File: config.mk
export PLATFORM = sky130hd
export DESIGN_NAME = uart_tx
export DESIGN_NICKNAME = d
export VERILOG_FILES = /design/src/rtl/uart_pkg.sv /design/src/rtl/uart_baud_cnt.sv /design/src/rtl/uart_tx.sv
export SDC_FILE = /design/constraint.sdc
export NUM_CORES = 1
export LEC_CHECK = 0
export ABC_AREA = 1
export CAP_MARGIN = 40
export CORE_AREA = 2 2 55 70
export DETAILED_ROUTE_END_ITERATION = 6
export DIE_AREA = 0 0 57 72
export HOLD_SLACK_MARGIN = 0.12
export PLACE_DENSITY = 0.79
export SLEW_MARGIN = 20
export SYNTH_ARGS = -nofsm -noshare
export SYNTH_HDL_FRONTEND = slang
export SYNTH_SLANG_ARGS = --single-unit
File: constraint.sdc
create_clock -name clk_i -period 1.5 [get_ports clk_i]
set_clock_uncertainty 0.05 [all_clocks]
set_input_delay 0.3 -clock clk_i [delete_from_list [all_inputs] [get_ports clk_i]]
set_output_delay 0.3 -clock clk_i [all_outputs]
set_load 0.1 [all_outputs]
File: src/rtl/uart_pkg.sv
// Shared UART definitions: state encoding, cycles-per-bit and parity helpers.
// Used by uart_tx and uart_rx so both ends agree on framing.
package uart_pkg;

    localparam logic [2:0] ST_IDLE_ENC   = 3'd0;
    localparam logic [2:0] ST_START_ENC  = 3'd1;
    localparam logic [2:0] ST_DATA_ENC   = 3'd2;
    localparam logic [2:0] ST_PARITY_ENC = 3'd3;
    localparam logic [2:0] ST_STOP_ENC   = 3'd4;
    localparam logic [2:0] ST_ERROR_ENC  = 3'd5;

    typedef enum logic [2:0] {
        ST_IDLE   = ST_IDLE_ENC,
        ST_START  = ST_START_ENC,
        ST_DATA   = ST_DATA_ENC,
        ST_PARITY = ST_PARITY_ENC,
        ST_STOP   = ST_STOP_ENC,
        ST_ERROR  = ST_ERROR_ENC
    } uart_state_e;

    function automatic int unsigned cycles_per_bit(input int unsigned clk_hz,
                                                   input int unsigned baud);
        return clk_hz / baud;
    endfunction

    // sel=1 yields the XOR of the byte, sel=0 its complement; uart_rx checks the same value.
    function automatic logic parity_bit(input logic sel, input logic [7:0] data);
        return sel ? (^data) : (~^data);
    endfunction

endpackage

File: src/rtl/uart_baud_cnt.sv
// Bit-period cycle counter: counts 0..p_cycles_per_bit-1 while running,
// pulses tc_o on the last cycle of each bit and wraps to zero.
module uart_baud_cnt #(
    parameter int unsigned p_cycles_per_bit = 10
) (
    input  logic clk_i,
    input  logic rst_n_i,
    input  logic clear_i,
    input  logic run_i,
    output logic tc_o
);

    localparam int unsigned CW = $clog2(p_cycles_per_bit) + 1;
    localparam logic [CW-1:0] TC = CW'(p_cycles_per_bit - 1);

    logic [CW-1:0] cnt_q;

    always_ff @(posedge clk_i or negedge rst_n_i) begin
        if (!rst_n_i) begin
            cnt_q <= '0;
        end else if (clear_i) begin
            cnt_q <= '0;
        end else if (run_i) begin
            cnt_q <= (cnt_q == TC) ? '0 : cnt_q + CW'(1);
        end
    end

    assign tc_o = run_i && (cnt_q == TC);

endmodule

File: src/rtl/uart_tx.sv
// UART transmitter: start, 8 data bits LSB first, optional parity, stop.
// Define UART_TX_TWO_STOP_EN to send two stop bits instead of one.
module uart_tx
    import uart_pkg::*;
#(
    parameter int unsigned p_clk_speed_hz = 50_000_000,
    parameter int unsigned p_baud_rate    = 9_600
) (
    input  logic       clk_i,
    input  logic       rst_n_i,
    input  logic       enable_i,
    input  logic [7:0] data_i,
    input  logic       data_valid_i,
    output logic       data_ready_o,
    input  logic       parity_en_i,
    input  logic       parity_sel_i,
    output logic       tx_o,
    output logic       busy_o,
    output logic       done_o
);

    localparam int unsigned CYCLES_PER_BIT = cycles_per_bit(p_clk_speed_hz, p_baud_rate);

    generate
        if (CYCLES_PER_BIT < 2) begin : g_cpb_check
            $error("uart_tx: CYCLES_PER_BIT must be at least 2");
        end
    endgenerate

    uart_state_e state_q;
    logic [7:0]  data_q;
    logic        par_en_q;
    logic        par_sel_q;
    logic [2:0]  bit_cnt_q;
    logic        tx_q;
    logic        done_q;
    logic        bit_tc;
    logic        accept;
`ifdef UART_TX_TWO_STOP_EN
    logic        stop_cnt_q;
`endif

    assign data_ready_o = rst_n_i && enable_i && (state_q == ST_IDLE);
    assign accept       = data_valid_i && data_ready_o;

    // Counter is held at zero in IDLE so the start bit gets a full period from the accept edge.
    uart_baud_cnt #(
        .p_cycles_per_bit(CYCLES_PER_BIT)
    ) u_baud_cnt (
        .clk_i   (clk_i),
        .rst_n_i (rst_n_i),
        .clear_i (state_q == ST_IDLE),
        .run_i   (state_q != ST_IDLE),
        .tc_o    (bit_tc)
    );

    always_ff @(posedge clk_i or negedge rst_n_i) begin
        if (!rst_n_i) begin
            state_q   <= ST_IDLE;
            data_q    <= '0;
            par_en_q  <= 1'b0;
            par_sel_q <= 1'b0;
            bit_cnt_q <= '0;
            tx_q      <= 1'b1;
            done_q    <= 1'b0;
`ifdef UART_TX_TWO_STOP_EN
            stop_cnt_q <= 1'b0;
`endif
        end else begin
            done_q <= 1'b0;
            case (state_q)
                ST_IDLE: begin
                    tx_q      <= 1'b1;
                    bit_cnt_q <= '0;
`ifdef UART_TX_TWO_STOP_EN
                    stop_cnt_q <= 1'b0;
`endif
                    if (accept) begin
                        data_q    <= data_i;
                        par_en_q  <= parity_en_i;
                        par_sel_q <= parity_sel_i;
                        tx_q      <= 1'b0;
                        state_q   <= ST_START;
                    end
                end
                ST_START: begin
                    if (bit_tc) begin
                        state_q   <= ST_DATA;
                        tx_q      <= data_q[0];
                        bit_cnt_q <= '0;
                    end
                end
                ST_DATA: begin
                    if (bit_tc) begin
                        if (bit_cnt_q == 3'd7) begin
                            if (par_en_q) begin
                                state_q <= ST_PARITY;
                                tx_q    <= parity_bit(par_sel_q, data_q);
                            end else begin
                                state_q <= ST_STOP;
                                tx_q    <= 1'b1;
                            end
                        end else begin
                            bit_cnt_q <= bit_cnt_q + 3'd1;
                            tx_q      <= data_q[bit_cnt_q + 3'd1];
                        end
                    end
                end
                ST_PARITY: begin
                    if (bit_tc) begin
                        state_q <= ST_STOP;
                        tx_q    <= 1'b1;
                    end
                end
                ST_STOP: begin
                    tx_q <= 1'b1;
                    if (bit_tc) begin
`ifdef UART_TX_TWO_STOP_EN
                        if (!stop_cnt_q) begin
                            stop_cnt_q <= 1'b1;
                        end else begin
                            stop_cnt_q <= 1'b0;
                            state_q    <= ST_IDLE;
                            done_q     <= 1'b1;
                        end
`else
                        state_q <= ST_IDLE;
                        done_q  <= 1'b1;
`endif
                    end
                end
                default: begin
                    state_q <= ST_IDLE;
                    tx_q    <= 1'b1;
                end
            endcase
        end
    end

    assign tx_o   = tx_q;
    assign busy_o = (state_q != ST_IDLE);
    assign done_o = done_q;

endmodule

==> metrics list <==
* Buf+Inv Stages, Crit Path: 1
- The detailed router placed 1,768 vias in this run.
- The number of hold buffers added after CTS was 0.
* Instance count of the mapped netlist: 234
- First-pass GRT wire length: 7020 um
- Fraction of layout instances using a drive strength above 1: 35.5%
- Number of warnings issued by yosys: 0
- Final number of setup-violating endpoints: 14
- Maximum net fanout on the critical path: 3
- Post-synth design cell area: 0.00184 mm^2
- The slowest stage of the critical path belongs to the cell dfrtp_1.
- Counting every net in the synthesized netlist gives 251.
- Overflow left after global routing: 0
- I/O pin cnt: 18
- Cell chosen for the clock root: clkbuf_8
* Crit path time final: 1.62 ns
- Of the post-synthesis cell area, the part taken by muxes is 0.815%.
- Kind of capture point of the worst setup path: output port
* Fillers: 223
- Number of max-slew violations in the final report: 0
- Setup repair after global routing missed its margin: true
- Leakage power: 1.26 nW
- In this run the worst hold path is classified as in2async.
- Among the stages of the critical path, the cell type that occurs most often is nor2_4.
- DR iter-0 viols: 69
- The core region is 0.00342 mm^2.
* Die Height: 72 um
* Number of endpoints with negative hold slack in the final report: 0
* Setup crit start kind: register
- After Yosys synthesis, XOR and XNOR cells account for 2.85% of the synthesized area.
- Die area: 0.00410 mm^2
- Entering global routing, the biggest net connects 20 pins.
- Area fraction in compound gates after synthesis: 10.4%
- After layout, the worst setup slack is -0.122 ns.
- During placement, the flow inserted port buffers numbering 17.
- Count of cell types in the netlist: 31
* Crit Path Class: reg2out
- Maximum buffer depth of the clock tree: 2
- Actual transition at the worst max-transition pin: 0.265 ns
- Post-route cell area: 0.00272 mm^2
* Violations in the final reports: negative setup slack
- Counting flops and latches in the post-synthesis netlist gives 32.
* Final net count: 303
- Dominant combinational cell family by area after synthesis: simple AND/OR/NAND/NOR gates
- Effective utilization at floorplan: 53.8%
- The placed instances occupy a cell area of 0.00226 mm^2.
* Slowest Stage Delay on Critical Path: 0.41 ns
- TritonCTS built the clock tree.
- Inserted Diodes: 0
- Remaining antenna violation count after routing: 0
- Ordered list of cells on the worst path: nor2_4, nand2_8, nor2_4, buf_12
- The H-tree was split into 2 levels.
- Setup TNS: -0.709 ns
- Headroom to the max-slew limit came out at 82.3%.
- Measured along the x axis, the die boundary spans 57 um.
- Initial antenna violation count: 0
- The initialized floorplan defines 24 standard-cell rows.
* Clock buffers created by TritonCTS: 5
- Worst hold slack: 0.344 ns
- Total detailed-routing wirelength: 4480 um
- Area grow syn2layout: 47.3%
- Data required time of the critical path: 1.15 ns
- Each instance of the synthesized netlist takes up on average 7.88 um^2.
- Latest clock arrival within the worst-skew pair: 0.29 ns
- Clock transition at the registers of the reported paths: 0.07 ns
- The count of cells in the finished layout, fillers not included, comes to 326.
- Total routing resource utilization after global routing: 22.0%
* Sequential element share of the synthesized area: 43.5%
- Grouping stages by cell kind, the critical path spends the most delay in flip-flops.
* Adder-Cell Fraction of Synth Area: 2.04%
- In the routed design, unresolved DRC markers number 0.
- Period Utilization, post-route: 108%
- Routability congestion estimate: 0.778
* Data arrival time of the critical path: 1.27 ns
- Placed Instances: 304
- Hpwl dp: 3010 um
- Static timing analysis puts the maximum clock frequency at 617 MHz.
- Simple-gate share of the synthesized area: 32.5%
- Core Util, Final: 79.3%
* Status: finished with violations
- Max IR drop VDD: 0.000756 V
- The via count of the first global-routing pass came to 1,663.
* Power density of the placed cells: 694 mW/mm^2
- In the final routed layout, each cell accounts on average for 13.7 um.
- Vias per cell: 5.42
- Clk sinks: 32
- Number of iterations in the first detailed-routing pass: 4
- Number of violations of the max-capacitance limit: 0
[cell families after synthesis]
kind of cell	after synthesis
compound gates	35
mux	1
fa+ha+maj	3
simple gates	123
xor+xnor	6
flops	32
buf+inv	34
[power breakdown]
part | leakage (nW) | internal, mW | switching, mW
logic | 0.818 | 0.0531 | 0.0554
clock network | 0.0645 | 0.586 | 0.315
registers | 0.380 | 0.870 | 0.00606
[what timing repair did]
item / 4_1_cts / 5_1_grt
cloned: 0 / 1
buffers inserted: 6 / 7
endpoints found under the hold margin: 0 / 0
setup endpoints to repair: 11 / 23
pin swaps: 6 / 17
resized for setup: 9 / 43
[placed cells by master (no fill, tap or decap), types with 5 or more instances in the layout]
cell type,count
nand2_1,41
dfrtp_1,29
inv_1,26
buf_4,26
nor2_1,25
clkdlybuf4s50_1,13
nor2_4,12
nand3_1,11
a21oi_2,9
a21oi_1,8
nand2_2,7
clkbuf_8,7
nand3_2,6
o21ai_1,6
buf_12,5
[synth_stat cells (all sizes together)]
library cell | instances | area, um^2
nor3 | 6 | 30.0
and3 | 1 | 6.26
a31oi | 1 | 6.26
buf | 3 | 27.5
a21oi | 17 | 85.1
nand2 | 51 | 209
nor4 | 2 | 12.5
nor3b | 2 | 15.0
o211ai | 3 | 22.5
nand4 | 2 | 12.5
a211oi | 1 | 7.51
nor2 | 39 | 186
dfstp | 1 | 26.3
xor2 | 4 | 35.0
inv | 30 | 113
o21a | 2 | 15.0
dfrtp | 31 | 776
nand3 | 20 | 128
clkbuf | 1 | 5.00
mux2 | 1 | 15.0
ha | 3 | 37.5
o21ai | 11 | 55.1
xnor2 | 2 | 17.5
[area by class of cell]
| type | instances | area (um^2) | share of cell area (%) |
|---|---|---|---|
| Multi-Input combinational cell | 168 | 1130 | 41.5 |
| Sequential cell | 32 | 805 | 29.6 |
| Timing Repair Buffer | 49 | 495 | 18.2 |
| Inverter | 30 | 113 | 4.15 |
| Clock buffer | 7 | 96.3 | 3.55 |
| Tap cell | 39 | 48.8 | 1.80 |
| Clock inverter | 1 | 30.0 | 1.11 |
[state kept, by name, summed over array words and instances, names as in the netlist]
signal            flops
bit_cnt_q             3
data_q                8
done_o                1
par_en_q              1
par_sel_q             1
state_q               3
tx_o                  1
u_baud_cnt.cnt_q     14
[final timing paths]
path	start	to	slack (ns)	depth (start not counted)
setup / recovery	state_q[2]	data_ready_o	-0.12	4
hold / removal	rst_n_i	data_q[2]	0.34	2
setup reg to reg	state_q[2]	data_q[1]	-0.08	7
hold reg to reg	bit_cnt_q[2]	bit_cnt_q[2]	0.47	2
max in group asynchronous	rst_n_i	tx_o	0.67	3
min in group clk_i	bit_cnt_q[2]	bit_cnt_q[2]	0.47	2
[stage by stage]
stage	setup WS [ns]	power, mW
2_1_floorplan	-0.544	0.924
3_3_place_gp	-0.133	0.992
3_5_place_dp	-0.172	0.995
4_1_cts	-0.127	1.90
5_1_grt	-0.162	1.95
6_report	-0.122	1.89
[per-layer routing]
metal / wire, um / vias up / global-route usage, %
met5: 0 / - / 0
met4: 84 / 0 / 10.3
met3: 244 / 9 / 4.46
met2: 2370 / 59 / 37.5
met1: 1770 / 840 / 26.6
li1: - / 860 / -
Note: power is estimated with default switching activity, not from simulation.
